==> src/rtl/rf_commit_ctrl_pkg.sv <==
// Shared widths, state encoding and sizes for the ROB-head commit controller.
package rf_commit_ctrl_pkg;

    localparam int ROB_IDX_W = 4;
    localparam int REG_IDX_W = 5;
    localparam int DATA_W    = 32;
    localparam int ADDR_W    = 32;
    localparam int REG_SIZE  = 32;

    typedef logic [ROB_IDX_W-1:0] rob_index_t;
    typedef logic [REG_IDX_W-1:0] reg_index_t;
    typedef logic [DATA_W-1:0]    data_t;
    typedef logic [ADDR_W-1:0]    addr_t;

    typedef enum logic [1:0] {
        ST_RUN        = 2'd0,
        ST_STORE_WAIT = 2'd1,
        ST_FLUSH_WALK = 2'd2
    } ctrl_state_e;

endpackage

==> src/rtl/rf_commit_ctrl_walker.sv <==
// Register index walker used to clear every dependency tag after a flush.
module rf_tag_walker #(
    parameter int REG_NUM = 32
) (
    input  logic                       clk_in,
    input  logic                       rst_in,
    input  logic                       start,
    input  logic                       step,
    output logic [$clog2(REG_NUM)-1:0] idx,
    output logic                       last
);
    localparam int IDX_W = $clog2(REG_NUM);

    logic [IDX_W-1:0] idx_q;
    logic [IDX_W-1:0] idx_d;

    // x0 has no dependency tag, so a walk always begins at register 1.
    always_comb begin
        idx_d = idx_q;
        if (start) begin
            idx_d = IDX_W'(1);
        end else if (step) begin
            idx_d = idx_q + IDX_W'(1);
        end
    end

    always_ff @(posedge clk_in) begin
        if (!rst_in) begin
            idx_q <= '0;
        end else begin
            idx_q <= idx_d;
        end
    end

    assign idx  = idx_q;
    assign last = (idx_q == IDX_W'(REG_NUM - 1));

endmodule

==> src/rtl/rf_commit_ctrl.sv <==
// In-order ROB-head retirement: RF commit, store handshake with the LSB, and
// mispredict flush followed by a walk that clears every RF dependency tag.
module rf_commit_ctrl
    import rf_commit_ctrl_pkg::*;
#(
    parameter int ROB_IDX_W = 4,
    parameter int REG_NUM   = 32
) (
    input  logic                 clk_in,
    input  logic                 rst_in,
    input  logic                 rdy_in,
    input  logic                 rob_head_valid,
    input  logic                 rob_head_ready,
    input  logic [ROB_IDX_W-1:0] rob_head_index,
    input  logic [4:0]           rob_head_rd,
    input  logic [31:0]          rob_head_val,
    input  logic                 rob_head_is_store,
    input  logic                 rob_head_mispredict,
    input  logic [31:0]          rob_head_target_pc,
    output logic                 ctrl_to_rob_pop,
    input  logic                 lsb_store_done,
    output logic                 ctrl_to_lsb_store_go,
    output logic                 ctrl_to_reg_commit,
    output logic [ROB_IDX_W-1:0] ctrl_to_reg_rob_index,
    output logic [4:0]           ctrl_to_reg_index,
    output logic [31:0]          ctrl_to_reg_val,
    output logic                 ctrl_to_reg_tag_clr,
    output logic [4:0]           ctrl_to_reg_tag_clr_index,
    output logic                 ctrl_clr_out,
    output logic                 ctrl_pc_redirect_valid,
    output logic [31:0]          ctrl_pc_redirect_target,
    output logic                 ctrl_issue_stall,
    output logic [31:0]          ctrl_commit_count
);
    ctrl_state_e          state_q, state_d;
    logic [31:0]          count_q, count_d;
    logic                 commit_q, commit_d;
    logic [ROB_IDX_W-1:0] rob_idx_q, rob_idx_d;
    logic [4:0]           reg_idx_q, reg_idx_d;
    data_t                val_q, val_d;
    logic                 go_q, go_d;
    logic                 clr_q, clr_d;
    logic                 redir_q, redir_d;
    addr_t                target_q, target_d;
    logic                 tag_clr_q, tag_clr_d;
    logic [4:0]           tag_idx_q, tag_idx_d;
    logic                 stall_q, stall_d;
    logic                 pop;
    logic                 walk_start;
    logic                 walk_step;
    logic [4:0]           walk_idx;
    logic                 walk_last;

    rf_tag_walker #(.REG_NUM(REG_NUM)) u_walker (
        .clk_in (clk_in),
        .rst_in (rst_in),
        .start  (walk_start),
        .step   (walk_step),
        .idx    (walk_idx),
        .last   (walk_last)
    );

    always_comb begin
        state_d    = state_q;
        count_d    = count_q;
        commit_d   = 1'b0;
        rob_idx_d  = rob_idx_q;
        reg_idx_d  = reg_idx_q;
        val_d      = val_q;
        go_d       = 1'b0;
        clr_d      = 1'b0;
        redir_d    = 1'b0;
        target_d   = target_q;
        tag_clr_d  = 1'b0;
        tag_idx_d  = tag_idx_q;
        pop        = 1'b0;
        walk_start = 1'b0;
        walk_step  = 1'b0;

        if (rdy_in) begin
            case (state_q)
                ST_RUN: begin
                    if (rob_head_valid && rob_head_ready) begin
                        if (rob_head_is_store && !rob_head_mispredict) begin
                            go_d    = 1'b1;
                            state_d = ST_STORE_WAIT;
                        end else begin
                            // Mispredicted heads still retire their own result.
                            pop       = 1'b1;
                            commit_d  = (rob_head_rd != 5'd0);
                            rob_idx_d = rob_head_index;
                            reg_idx_d = rob_head_rd;
                            val_d     = rob_head_val;
                            count_d   = count_q + 32'd1;
                            if (rob_head_mispredict) begin
                                clr_d      = 1'b1;
                                redir_d    = 1'b1;
                                target_d   = rob_head_target_pc;
                                state_d    = ST_FLUSH_WALK;
                                walk_start = 1'b1;
                            end
                        end
                    end
                end
                ST_STORE_WAIT: begin
                    if (lsb_store_done) begin
                        pop     = 1'b1;
                        count_d = count_q + 32'd1;
                        state_d = ST_RUN;
                    end
                end
                ST_FLUSH_WALK: begin
                    tag_clr_d = 1'b1;
                    tag_idx_d = walk_idx;
                    walk_step = 1'b1;
                    if (walk_last) begin
                        state_d = ST_RUN;
                    end
                end
                default: state_d = ST_RUN;
            endcase
        end

        // Stall covers the whole walk, including the final tag-clear strobe.
        stall_d = (state_d == ST_FLUSH_WALK) || tag_clr_d;
    end

    always_ff @(posedge clk_in) begin
        if (!rst_in) begin
            state_q   <= ST_RUN;
            count_q   <= '0;
            commit_q  <= 1'b0;
            rob_idx_q <= '0;
            reg_idx_q <= '0;
            val_q     <= '0;
            go_q      <= 1'b0;
            clr_q     <= 1'b0;
            redir_q   <= 1'b0;
            target_q  <= '0;
            tag_clr_q <= 1'b0;
            tag_idx_q <= '0;
            stall_q   <= 1'b0;
        end else begin
            state_q   <= state_d;
            count_q   <= count_d;
            commit_q  <= commit_d;
            rob_idx_q <= rob_idx_d;
            reg_idx_q <= reg_idx_d;
            val_q     <= val_d;
            go_q      <= go_d;
            clr_q     <= clr_d;
            redir_q   <= redir_d;
            target_q  <= target_d;
            tag_clr_q <= tag_clr_d;
            tag_idx_q <= tag_idx_d;
            stall_q   <= stall_d;
        end
    end

    assign ctrl_to_rob_pop           = pop && rst_in;
    assign ctrl_to_lsb_store_go      = go_q;
    assign ctrl_to_reg_commit        = commit_q;
    assign ctrl_to_reg_rob_index     = rob_idx_q;
    assign ctrl_to_reg_index         = reg_idx_q;
    assign ctrl_to_reg_val           = val_q;
    assign ctrl_to_reg_tag_clr       = tag_clr_q;
    assign ctrl_to_reg_tag_clr_index = tag_idx_q;
    assign ctrl_clr_out              = clr_q;
    assign ctrl_pc_redirect_valid    = redir_q;
    assign ctrl_pc_redirect_target   = target_q;
    assign ctrl_issue_stall          = stall_q;
    assign ctrl_commit_count         = count_q;

endmodule
==> config.mk <==
export PLATFORM = sky130hd
export DESIGN_NAME = rf_commit_ctrl
export DESIGN_NICKNAME = d
export VERILOG_FILES = /design/src/rtl/rf_commit_ctrl_pkg.sv /design/src/rtl/rf_commit_ctrl_walker.sv /design/src/rtl/rf_commit_ctrl.sv
export SDC_FILE = /design/constraint.sdc
export NUM_CORES = 1
export LEC_CHECK = 0
export BUFFER_PORTS_ARGS = -buffer_cell sky130_fd_sc_hd__buf_2
export CORE_UTILIZATION = 49
export CTS_BUF_LIST = sky130_fd_sc_hd__clkbuf_4 sky130_fd_sc_hd__clkbuf_8
export DETAILED_ROUTE_END_ITERATION = 7
export GPL_TIMING_DRIVEN = 0
export HOLD_SLACK_MARGIN = 0.15
export PLACE_DENSITY_LB_ADDON = 0.1
export SLEW_MARGIN = 25
export SYNTH_ARGS = -nofsm -noshare
export SYNTH_HDL_FRONTEND = slang
export SYNTH_SLANG_ARGS = --single-unit
export TNS_END_PERCENT = 30
==> constraint.sdc <==
create_clock -name clk_in -period 2.3 [get_ports clk_in]
set_clock_uncertainty 0.15 [all_clocks]
set_input_delay 0.23 -clock clk_in [delete_from_list [all_inputs] [get_ports clk_in]]
set_output_delay 0.23 -clock clk_in [all_outputs]
set_load 0.01 [all_outputs]
Word-level counts from Yosys, hierarchy flattened --
Index checks and enable logic that the tools add are counted.
Storage, ports and cells: register bits after elaboration 122, bits in latches 0, bits in writable memories 0, memory bits (read-only) 0, input bits 81, output and inout port bits 117, logic and storage cells 70, memories 0
Operators by class: add/sub/neg operators 2, $mul 0, divide/modulo/power cells 0, order comparisons 0, eq/ne operators 7, shifts and indexed selects 0, muxes and demuxes 26, bitwise operators 5, reductions and logical operators 16
Operators by type and width (count):
- 2-to-1 mux 32 bit | 3
- case mux 32 bit (2 select lines) | 1
- adder 32 x 1 -> 32 bit (second input constant) | 1
- 2-to-1 mux 1 bit | 14
- 2-to-1 mux 2 bit | 6
- AND reduction 5 bit | 2
- AND reduction 4 bit | 2
- != test 2 bit (second input constant) | 3
- case mux 2 bit (3 select lines) | 1
- adder 5 x 1 -> 5 bit (second input constant) | 1
- equality test 5 bit (second input constant) | 1
- inverter 1 bit | 5
- nonzero test 5 bit | 1
- OR reduction 5 bit | 1
- equality test 2 bit (second input constant) | 2
- nonzero test 2 bit | 2
- logical AND 1 bit | 3
- equality test 2 x 1 -> 1 bit (second input constant) | 1
- logical NOT 2 bit | 1
- case mux 1 bit (2 select lines) | 1
- AND reduction 2 bit | 1
- OR reduction 2 bit | 1
- logical NOT 1 bit | 1
- logical OR 1 bit | 1

Longest topological paths before layout --
Gate-level depths: netlist of run 1.
word-level depth 8, gate-level depth with buffers 7, gate-level depth less buffers 7

By module --
From an unflattened synthesis of run 1, not the netlist that was laid out.
Unflattened totals: cells, all modules 592, area total of the unflattened synthesis 4897.2 um^2
By module, submodules not included:
- rf_commit_ctrl | times used 1, cells each 569, area an instance 4654.5 um^2, seq. area each 2342.2 um^2
- rf_tag_walker | times used 1, cells each 23, area an instance 242.7 um^2, seq. area each 100.1 um^2

Least setup slack after synthesis of run 1 --
OpenSTA, ideal clock, no wires.
path kind flip-flop to flip-flop, from reg count_q[4] (netlist: ctrl_commit_count[4]), to reg count_q[31] (netlist: ctrl_commit_count[31]), setup time 128 ps, arrival 1592 ps, data required time 2022 ps, setup slack 430 ps, stages on the path, launching flop included 8, path buffers 2, period minus slack after synthesis 1870 ps, cells stage by stage dfxtp_1 -> and4_1 -> buf_2 -> nand4_4 -> buf_4 -> nor4_2 -> xnor2_1 -> nor2_1
Between the ends: longest elaborated chain between the ends 4, elaborated cells on any way between the ends 5, those cells by class add/sub: 1; mux: 4
Ends and longest elaborated chain:
- start: declaration | line rf_commit_ctrl.sv:36 | logic [31:0] count_q, count_d;
- start signal: assignment | line rf_commit_ctrl.sv:145 | count_q <= count_d;
- adder 32 x 1 -> 32 bit (*) | line rf_commit_ctrl.sv:94, rf_commit_ctrl.sv:108
- 2-to-1 mux 32 bit | line rf_commit_ctrl.sv:84 | if (rob_head_is_store && !rob_head_mispredict) begin
- 2-to-1 mux 32 bit | line rf_commit_ctrl.sv:83 | if (rob_head_valid && rob_head_ready) begin
- case mux 32 bit (2 select lines) (*) | line rf_commit_ctrl.sv:81 | case (state_q)
Every way passes the cells marked *; elsewhere a longest branch is shown, timed or not. The select of a mux whose other input is x is not followed. A chain may end at the register's enable or synchronous reset.

Final worst setup path of run 1 --
from in rob_head_mispredict, to out ctrl_to_rob_pop
Between the ends: longest elaborated chain between the ends 7
Ends and longest elaborated chain:
- start: declaration | line rf_commit_ctrl.sv:18 | input logic rob_head_mispredict,
- logical NOT 1 bit | line rf_commit_ctrl.sv:84
- logical AND 1 bit | line rf_commit_ctrl.sv:84
- 2-to-1 mux 1 bit | line rf_commit_ctrl.sv:84
- 2-to-1 mux 1 bit | line rf_commit_ctrl.sv:83
- case mux 1 bit (2 select lines) | line rf_commit_ctrl.sv:81
- 2-to-1 mux 1 bit | line rf_commit_ctrl.sv:80 | if (rdy_in) begin
- logical AND 1 bit | line rf_commit_ctrl.sv:160 | assign ctrl_to_rob_pop = pop && rst_in;
- end: declaration | line rf_commit_ctrl.sv:20 | output logic ctrl_to_rob_pop,
Every way passes these cells.

==> impl_summary.txt, run 1 <==
----------------------------------------------------
[Critical path]
  Worst path cell trace ... dlygate4sd3_1 > buf_2 > nor2b_1 > nor3_1 > a21oi_1 > nor4b_1 > buf_2
  CP Buf/Inv Count ... 3
  Required time of the worst setup path ... 1920 ps
  Endpoint arrival time on the critical path ... 1760 ps
  Standard cell with the maximum stage delay on the critical path ... sky130_fd_sc_hd__dlygate4sd3_1
  Worst-path maximum fanout ... 5
  Crit path top cell by count ... sky130_fd_sc_hd__buf_2
  Worst setup EP type ... output pin
  Reg-to-reg critical path startpoint ... state_q[0]
  Delay contributed by the slowest stage of the critical path ... 550 ps
  Kind of critical path ... in -> out
  Worst setup path startpoint ... rob_head_mispredict
  Dominant delay contributor by cell family on the critical path ... buffers and inverters
  Crit path launch type ... input pin

[Die]
  Overall die area ... 9940 sq um
  Num ports ... 198
  Site row count ... 35
  Vertical extent of the die ... 99.7 um
  Starting density of the core ... 50.6%
  Core region area ... 9240 sq um
  X dimension of the die ... 99.7 um

[Run]
  Maximum capacitance violations ... 0

[Timing]
  Slew @ Worst Pin ... 578 ps
  Post-Route Hold Slack ... 135 ps
  Final Max Tran Viols ... 0
  Final-report setup violation count ... 0
  Time the final worst path needs with I/O delays and setup ... 2140 ps
  RSZ-0062 raised after global routing ... no
  Final Hold Vio Count ... 0
  Achievable clock frequency ... 0.466 GHz
  Crit share post-route ... 93.2%
  Total negative setup slack ... 0 ps
  Worst relative slew slack ... 61.2%

[Finish]
  Post-route design area ... 7040 sq um
  Final core utilization ... 76.2%
  Antenna Diode Count ... 0
  Proportion of layout cells with a drive suffix above 1 ... 31.6%
  Final-stage net count ... 888
  Syn-to-layout area delta ... 50.5%

[Yosys]
  Syn nets ... 592
  Commonest cells in the synthesized netlist ... sky130_fd_sc_hd__dfxtp_1 (122), sky130_fd_sc_hd__nand2_1 (112), sky130_fd_sc_hd__a21oi_1 (55)
  Cell type with the highest aggregate area in the netlist ... sky130_fd_sc_hd__dfxtp_1
  Synthesis-stage register bit count ... 122
  Area share of the largest cell type after synthesis ... 52.2%
  Asr flop ratio synth ... 0%
  Post-synthesis cell count ... 508
  Syn Std Cell Area ... 4680 sq um
  Leading cell type by number of instances after synthesis ... sky130_fd_sc_hd__dfxtp_1
  Yosys cell types ... 38
  Mean instance size in the synthesized netlist ... 9.21 sq um
  Count of yosys warnings during synthesis ... 0
  Dominant register cell in the synthesized netlist ... sky130_fd_sc_hd__dfxtp_1
  Fraction of the yosys area taken by sequential cells ... 52.2%
  Number of synthesized flops with an enable pin ... 0
  Biggest area contributors in the synthesized netlist ... sky130_fd_sc_hd__dfxtp_1 (52%), sky130_fd_sc_hd__nand2_1 (9.0%), sky130_fd_sc_hd__a22o_1 (6.0%)

[Clock tree]
  Number of buffers created by CTS ... 17
  Clock tree from TritonCTS ... built
  Clock Sink Count ... 122
  Clock slew at the register clock pins of the worst setup and hold paths ... 70 ps
  Count of H-tree levels built during CTS ... 4
  Root cell of the clock tree ... sky130_fd_sc_hd__clkbuf_8
  CTS Buffer Depth ... 2
  Later-pin clock latency in the skew report ... 420 ps

[Run status]
  Result of the run ... finished clean

[Route]
  Via count of the routed design ... 4846
  Number of DRC violations after detailed routing ... 0
  Post-detailed-route via-to-cell ratio ... 5.12
  Detailed Route WL ... 13800 um
  Number of nets with antenna violations after routing ... 0
  WL per Instance ... 14.6 um
  Number of DRC violations after detailed-routing iteration 0 ... 190
  Length of the first detailed-routing pass in iterations ... 5

[Placement]
  Cell area after placement ... 5830 sq um
  Gpl congestion ... 0.839
  Total of buffers placed on input and output ports ... 197
  Final HPWL DP ... 8850 um

[Hold path]
  Worst hold path class ... in -> reg
  Beginning of the worst hold path ... rob_head_ready

[Power]
  Static Leakage ... 3.11 nW
  Power density relative to cell area ... 642 nW/um^2
  Total power after layout ... 4.52 mW
  Worst vdd rail ir drop ... 0.000429 V

[GRT]
  Total congestion overflow after global routing ... 0
  Global-route wire length before repair ... 22000 um
  Initial antenna violation count ... 0
  GRT Total Usage ... 28.1%
  Number of global-route vias before repair ... 4816
  Pin count of the biggest net entering global routing ... 17

----------------------------------------------------
worst reg2reg max path: stages (launching register included):
cell and delay [ps]:
sky130_fd_sc_hd__dfxtp_1 440, sky130_fd_sc_hd__nand2b_1 270, sky130_fd_sc_hd__nor2_2 110, sky130_fd_sc_hd__a21oi_1 420
sky130_fd_sc_hd__clkbuf_1 410, sky130_fd_sc_hd__a22o_1 240
layout by cell type (no fill, tap or decap), drive strengths merged, types with 2 or more instances in the layout:
| cell type | n |
|---|---|
| buf | 207 |
| dfxtp | 122 |
| nand2 | 112 |
| dlygate4sd3 | 80 |
| a21oi | 55 |
| clkbuf | 43 |
| nor2 | 35 |
| a22o | 32 |
| xnor2 | 22 |
| nand4 | 13 |
| nand3 | 12 |
| nor4 | 11 |
| nor3 | 9 |
| xor2 | 9 |
| and3 | 5 |
| and4 | 5 |
| inv | 5 |
| and2 | 4 |
| o21ai | 4 |
| or4 | 3 |
| ha | 3 |
| clkinvlp | 3 |
| nor4b | 3 |
| o31ai | 3 |
| clkinv | 3 |
| nor2b | 2 |
| nand2b | 2 |
| a21o | 2 |
| bufinv | 2 |
| nand3b | 2 |
through the flow:
stage	std cells	setup slack, ps
floorplan	508	430
global placement	834	268
detailed placement	834	226
CTS	946	159
global route	946	22.1
finish	946	156
final cells by class:
type | count | area, sq um
clock buffer | 20 | 275
fill | 666 | 2200
timing repair buffer | 277 | 1790
clock inverter | 12 | 136
buffer | 33 | 158
tap | 129 | 161
inverter | 1 | 3.75
multi-input combinational | 352 | 2080
sequential | 122 | 2440
path summary, 6_finish.rpt:
kind	to	slack [ps]	cells past startpoint
setup / recovery	ctrl_to_rob_pop	160	7
hold / removal	ctrl_to_lsb_store_go	130	5
setup reg to reg	ctrl_pc_redirect_target[17]	220	5
hold reg to reg	ctrl_to_reg_val[14]	310	2
cell families (layout without fill, tap and decap cells):
logic type / Yosys count / in the layout / share of synthesized area [%]
flip-flops: 122 / 122 / 52.2
AND/OR/NAND/NOR: 220 / 220 / 24.0
buffers and inverters: 34 / 343 / 3.40
AO/OA/AOI/OAI: 98 / 98 / 13.7
XOR/XNOR: 31 / 31 / 5.80
adder cells (fa/ha/maj): 3 / 3 / 0.802
routing by layer:
metal / global-route usage [%] / vias to the layer above / part of all wire, %
met3: 7.45 / 25 / 6.1
met2: 49.1 / 206 / 50
li1: - / 2356 / -
met1: 32.6 / 2259 / 42
met4: 11.2 / 0 / 1.7
met5: 0 / - / 0
power breakdown:
part	internal [mW]	switching (mW)	total [mW]	leakage, nW
sequential	2.15	0.0226	2.17	0.986
clock	1.06	0.898	1.96	0.203
combinational	0.206	0.183	0.389	1.92
total	3.42	1.10	4.52	3.11
flip-flops by register name, summed over array words and instances (netlist names):
register,cells
ctrl_to_reg_commit,1
ctrl_pc_redirect_target,32
ctrl_to_reg_tag_clr,1
ctrl_to_lsb_store_go,1
ctrl_to_reg_val,32
ctrl_to_reg_tag_clr_index,5
u_walker.idx,5
ctrl_issue_stall,1
state_q,2
ctrl_pc_redirect_valid,1
ctrl_to_reg_index,5
ctrl_commit_count,32
ctrl_to_reg_rob_index,4
repair_timing:
item / CTS / global route
resized for setup: 0 / 5
hold buffers: 80 / 0
setup endpoints to repair: 0 / 23
buffers inserted: 0 / 0
endpoints found under the hold margin: 82 / 0
Note: power is estimated with default switching activity, not from simulation.
==> inputs of run 2 (changes only) <==
--- a/config.mk
+++ b/config.mk
@@ -6,12 +6,14 @@
 export NUM_CORES = 1
 export LEC_CHECK = 0
 export BUFFER_PORTS_ARGS = -buffer_cell sky130_fd_sc_hd__buf_2
+export CORE_ASPECT_RATIO = 1.25
 export CORE_UTILIZATION = 49
 export CTS_BUF_LIST = sky130_fd_sc_hd__clkbuf_4 sky130_fd_sc_hd__clkbuf_8
 export DETAILED_ROUTE_END_ITERATION = 7
 export GPL_TIMING_DRIVEN = 0
 export HOLD_SLACK_MARGIN = 0.15
 export PLACE_DENSITY_LB_ADDON = 0.1
+export SKIP_LAST_GASP = 1
 export SLEW_MARGIN = 25
 export SYNTH_ARGS = -nofsm -noshare
 export SYNTH_HDL_FRONTEND = slang
==> run 2 against run 1 <==
Effect of this change: clock-buffer cell count up 5; register-to-register slack worse by 40 ps; maximum frequency down 2.2%; largest power group unchanged; worst setup slack got worse by 48 ps; total power is essentially flat; critical path type unchanged; combinational power is 1% higher; sequential power about the same; highest routed layer unchanged; flip-flop and latch count did not move.
==> impl_summary.txt, run 2 (synthesis results as in run 1) <==
----------------------------------------------------
[Finish]
  Layout filler cell count ... 670
  Final-stage net count ... 890
  Final core utilization ... 76.5%
  Final Non-Filler Cells ... 942
  Syn-to-layout area delta ... 50.8%
  Most used cells in the layout excluding fill and tap cells ... sky130_fd_sc_hd__buf_2 (201), sky130_fd_sc_hd__dfxtp_1 (122), sky130_fd_sc_hd__nand2_1 (112), sky130_fd_sc_hd__dlygate4sd3_1 (82), sky130_fd_sc_hd__a21oi_1 (55)
  Proportion of layout cells with a drive suffix above 1 ... 31.3%
  Antenna Diode Count ... 0
  Most frequent standard cell in the layout excluding fill and tap cells ... sky130_fd_sc_hd__buf_2

[Critical path]
  Endpoint arrival time on the critical path ... 1810 ps
  Delay contributed by the slowest stage of the critical path ... 550 ps
  Crit path launch type ... input pin
  Standard cell with the maximum stage delay on the critical path ... sky130_fd_sc_hd__dlygate4sd3_1
  Kind of critical path ... in -> out
  Worst setup EP type ... output pin
  Worst Reg-to-Reg Cells ... 5
  Crit path top cell by count ... sky130_fd_sc_hd__buf_2
  Required time of the worst setup path ... 1920 ps
  Worst-path maximum fanout ... 5
  Worst path cell trace ... dlygate4sd3_1 > buf_2 > nor2b_1 > nor3_1 > a21oi_1 > nor4b_1 > buf_2

[Die]
  Overall die area ... 9940 sq um
  Core region area ... 9220 sq um
  Num ports ... 198
  Site row count ... 39
  Vertical extent of the die ... 111 um
  X dimension of the die ... 89.4 um
  Starting density of the core ... 50.7%

[Route]
  Number of DRC violations after detailed routing ... 0
  Length of the first detailed-routing pass in iterations ... 4
  Number of DRC violations after detailed-routing iteration 0 ... 151
  Detailed Route WL ... 14500 um
  WL per Instance ... 15.3 um
  Via count of the routed design ... 4870
  Post-detailed-route via-to-cell ratio ... 5.17
  Number of nets with antenna violations after routing ... 0

[Clock tree]
  CTS Buffer Depth ... 2
  Clock Sink Count ... 122
  Clock slew at the register clock pins of the worst setup and hold paths ... 70 ps
  Later-pin clock latency in the skew report ... 420 ps
  Clock tree from TritonCTS ... built
  Count of H-tree levels built during CTS ... 4
  Number of buffers created by CTS ... 17
  Root cell of the clock tree ... sky130_fd_sc_hd__clkbuf_8

[Placement]
  Total of buffers placed on input and output ports ... 197
  Gpl congestion ... 0.838
  Final HPWL DP ... 9040 um
  Total placed cells including tap cells ... 828

[Hold path]
  Number of cells on the worst hold path ... 5
  Worst hold path class ... in -> reg

[Run]
  Maximum capacitance violations ... 0

[Timing]
  Time the final worst path needs with I/O delays and setup ... 2190 ps
  Achievable clock frequency ... 0.456 GHz
  RSZ-0062 raised after global routing ... yes
  Final Hold Vio Count ... 0
  Slew @ Worst Pin ... 525 ps
  Final Max Tran Viols ... 0
  Crit share post-route ... 95.3%
  Final-report setup violation count ... 0
  Worst relative slew slack ... 65.0%

[GRT]
  GRT Total Usage ... 30.3%
  Initial antenna violation count ... 0
  Total congestion overflow after global routing ... 0
  Pin count of the biggest net entering global routing ... 17
  Number of global-route vias before repair ... 4870
  Global-route wire length before repair ... 22900 um

[Power]
  Static Leakage ... 3.13 nW
  Worst vdd rail ir drop ... 0.000509 V
  Power density relative to cell area ... 640 nW/um^2

[Run status]
  Result of the run ... finished clean

----------------------------------------------------
-- run 2: stage by stage --
| step | power, mW | hold WS (ps) | instance area [sq um] | setup WS (ps) | setup TNS (ps) |
|---|---|---|---|---|---|
| floorplan | 2.35 | 190 | 4680 | 430 | 0 |
| global placement | 2.49 | 290 | 5820 | 299 | 0 |
| detailed placement | 2.49 | 295 | 5820 | 259 | 0 |
| CTS | 4.53 | 151 | 7030 | 109 | 0 |
| global route | 4.68 | 197 | 7060 | -27.8 | -27.8 |
| finish | 4.52 | 184 | 7060 | 108 | 0 |
-- run 2: critical path, delay by kind of cell --
| family | cells | cell delay, ps |
|---|---|---|
| simple gates | 3 | 630 |
| compound gates | 1 | 60 |
| buf+inv | 3 | 890 |
-- run 2: worst paths after layout --
| kind | start | endpoint | slack, ps |
|---|---|---|---|
| max | rob_head_is_store | ctrl_to_rob_pop | 110 |
| min | rob_head_valid | ctrl_to_lsb_store_go | 180 |
| max reg2reg | state_q[0] | ctrl_pc_redirect_target[19] | 180 |
| min reg2reg | ctrl_to_reg_val[4] | ctrl_to_reg_val[4] | 310 |
-- run 2: area by class of cell --
class	instances	area, sq um	area share (%)
well taps	123	154	2.18
inverters	1	3.75	0.0532
plain buffers	33	155	2.20
flip-flops and latches	122	2440	34.6
clock buffers	25	325	4.61
repair buffers	279	1810	25.6
multi-input cells	352	2080	29.5
clock inverters	7	87.6	1.24
-- run 2: power breakdown --
group          total (mW)  switching (mW)  internal (mW)  leakage (nW)
clock network        1.95           0.811           1.14         0.216
registers            2.17          0.0242           2.15         0.986
logic               0.394           0.186          0.208          1.93
total                4.52            1.02           3.50          3.13
-- run 2: repair_timing --
item	CTS	global route
setup buffers	0	0
endpoints found under the hold margin	83	1
hold buffers	80	2
resized for setup	0	1
endpoints found under the setup margin	0	4
-- run 2: metal layers --
metal	GRT usage [%]	vias up	share of wire [%]
met4	18.2	0	4.4
met1	31.1	2262	38
met3	9.68	55	5.6
met2	52.0	203	52
met5	0	-	0
li1	-	2350	-
==> inputs of run 3 (changes only) <==
--- a/config.mk
+++ b/config.mk
@@ -12,7 +12,7 @@
 export DETAILED_ROUTE_END_ITERATION = 7
 export GPL_TIMING_DRIVEN = 0
 export HOLD_SLACK_MARGIN = 0.15
-export PLACE_DENSITY_LB_ADDON = 0.1
+export PLACE_DENSITY_LB_ADDON = 0.08
 export SKIP_LAST_GASP = 1
 export SLEW_MARGIN = 25
 export SYNTH_ARGS = -nofsm -noshare
==> run 3 against run 2 <==
Effect of this change: flip-flop and latch count unchanged; combinational power hardly changed; worst setup slack got worse by 1.8 ps; final area rose by 0.12%; first-iteration DRC count is 42% higher; sequential share of layout area about the same; maximum frequency barely moved; clock power about the same; total power increased by 0.21%; non-clock buffer count up 1; global-route usage fell by 0.13 points; largest power group unchanged.
==> impl_summary.txt, run 3 (synthesis results as in run 1) <==
----------------------------------------------------
[Critical path]
  Worst setup path endpoint ... ctrl_pc_redirect_target[19]
  Worst Reg-to-Reg Cells ... 5
  Endpoint arrival time on the critical path ... 2410 ps
  Worst path cell trace ... dlygate4sd3_1 > buf_2 > nand2b_1 > nor2_1 > a21oi_1 > clkbuf_1 > a22o_1
  Worst-path maximum fanout ... 10
  Dominant delay contributor by cell family on the critical path ... buffers and inverters
  Crit path launch type ... input pin
  Register-to-register setup slack ... 120 ps
  CP Buf/Inv Count ... 3
  Reg-to-reg critical path startpoint ... state_q[0]
  Crit path depth ... 7
  Endpoint of the worst-slack reg-to-reg timing path ... ctrl_pc_redirect_target[19]
  Worst setup path startpoint ... rdy_in
  Standard cell with the maximum stage delay on the critical path ... sky130_fd_sc_hd__dlygate4sd3_1
  Delay contributed by the slowest stage of the critical path ... 540 ps
  Worst setup EP type ... register
  Kind of critical path ... in -> reg
  Required time of the worst setup path ... 2520 ps

[Placement]
  Total of buffers placed on input and output ports ... 197
  Gpl congestion ... 0.853
  Total placed cells including tap cells ... 828
  Final HPWL DP ... 9040 um
  Worst slack, placed ... 209 ps

[GRT]
  Total congestion overflow after global routing ... 0
  GRT Total Usage ... 30.2%
  Pin count of the biggest net entering global routing ... 17
  Global-route wire length before repair ... 22800 um
  Number of global-route vias before repair ... 4988
  Initial antenna violation count ... 0

[Timing]
  Slew @ Worst Pin ... 570 ps
  Final Max Tran Viols ... 0
  Total negative setup slack ... 0 ps
  Achievable clock frequency ... 0.456 GHz
  Crit share post-route ... 95.4%
  Final Hold Vio Count ... 0
  RSZ-0062 raised after global routing ... no
  Time the final worst path needs with I/O delays and setup ... 2190 ps
  Worst Slack Setup Final ... 106 ps
  Final-report setup violation count ... 0
  Worst relative slew slack ... 62.0%

[Finish]
  Final core utilization ... 76.6%
  Layout filler cell count ... 622
  Most frequent standard cell in the layout excluding fill and tap cells ... sky130_fd_sc_hd__buf_2
  Final-stage net count ... 891
  Most used cells in the layout excluding fill and tap cells ... sky130_fd_sc_hd__buf_2 (201), sky130_fd_sc_hd__dfxtp_1 (122), sky130_fd_sc_hd__nand2_1 (112), sky130_fd_sc_hd__dlygate4sd3_1 (83), sky130_fd_sc_hd__a21oi_1 (55)
  Antenna Diode Count ... 0
  Proportion of layout cells with a drive suffix above 1 ... 31.2%
  Syn-to-layout area delta ... 51.0%
  Final Non-Filler Cells ... 943

[Die]
  Overall die area ... 9940 sq um
  X dimension of the die ... 89.4 um
  Site row count ... 39
  Starting density of the core ... 50.7%
  Core region area ... 9220 sq um
  Num ports ... 198
  Vertical extent of the die ... 111 um

[Clock tree]
  Number of buffers created by CTS ... 17
  Post-CTS repair timing setup buffer count ... 0
  Count of H-tree levels built during CTS ... 4
  Clock Sink Count ... 122
  Root cell of the clock tree ... sky130_fd_sc_hd__clkbuf_8
  Clock slew at the register clock pins of the worst setup and hold paths ... 70 ps
  Clock tree from TritonCTS ... built
  CTS Buffer Depth ... 2
  Later-pin clock latency in the skew report ... 430 ps

[Route]
  Number of DRC violations after detailed-routing iteration 0 ... 214
  WL per Instance ... 15.0 um
  Number of nets with antenna violations after routing ... 0
  Detailed Route WL ... 14200 um
  Post-detailed-route via-to-cell ratio ... 5.13
  Via count of the routed design ... 4840
  Length of the first detailed-routing pass in iterations ... 4
  Number of DRC violations after detailed routing ... 0

[Power]
  Power density relative to cell area ... 641 nW/um^2
  Worst vdd rail ir drop ... 0.000473 V
  Static Leakage ... 3.11 nW

[Run status]
  Result of the run ... finished clean

[Run]
  Maximum capacitance violations ... 0

[Hold path]
  Worst hold path class ... in -> reg

----------------------------------------------------
==> run 3: tightest hold or removal path, cell delays in order <==
cell and delay [ps]:
sky130_fd_sc_hd__buf_2 110, sky130_fd_sc_hd__inv_1 70, sky130_fd_sc_hd__a21oi_1 100, sky130_fd_sc_hd__a22o_1 240
==> run 3: per-stage QoR <==
stage	power, mW	hold WS [ps]	cell area (sq um)
3_5_place_dp	2.49	293	5820
6_report	4.53	226	7070
2_1_floorplan	2.35	190	4680
5_1_grt	4.68	243	7070
3_3_place_gp	2.48	290	5820
4_1_cts	4.53	158	7050
==> run 3: metal layers <==
layer	GRT usage, %	share of wire (%)	vias up
met5	0	0	-
met4	16.0	3.9	0
li1	-	-	2356
met2	52.7	52	172
met3	10.7	6.2	47
met1	30.4	38	2265
==> run 3: area by class of cell <==
cell class / instances / area (sq um) / share of cell area [%]
Buffer: 33 / 155 / 2.20
Clock buffer: 17 / 234 / 3.31
Clock inverter: 15 / 178 / 2.51
Inverter: 1 / 3.75 / 0.0531
Multi-Input combinational cell: 352 / 2080 / 29.5
Sequential cell: 122 / 2440 / 34.6
Tap cell: 123 / 154 / 2.18
Timing Repair Buffer: 280 / 1820 / 25.7
==> run 3: worst min path at each step <==
stage                      startpoint                     endpoint  slack [ps]  cells after the start
3_5_place_dp   rob_head_target_pc[23]  ctrl_pc_redirect_target[23]         290                      2
4_1_cts                rob_head_ready           ctrl_to_reg_val[7]         160                      5
6_report                       rst_in   ctrl_pc_redirect_target[0]         230                      4
5_1_grt                        rst_in  ctrl_pc_redirect_target[31]         240                      4
2_1_floorplan                  rst_in              u_walker.idx[0]         190                      1
3_3_place_gp    rob_head_target_pc[7]   ctrl_pc_redirect_target[7]         290                      2
==> run 3: timing repair <==
item,CTS,global route
hold endpoints to repair,83,1
hold buffers,82,1
gates resized for setup,0,1
setup endpoints to repair,0,4
==> run 3: power breakdown <==
| group | leakage [nW] | switching, mW | internal [mW] |
|---|---|---|---|
| Clock | 0.194 | 0.892 | 1.07 |
| Combinational | 1.93 | 0.185 | 0.209 |
| Sequential | 0.986 | 0.0237 | 2.15 |
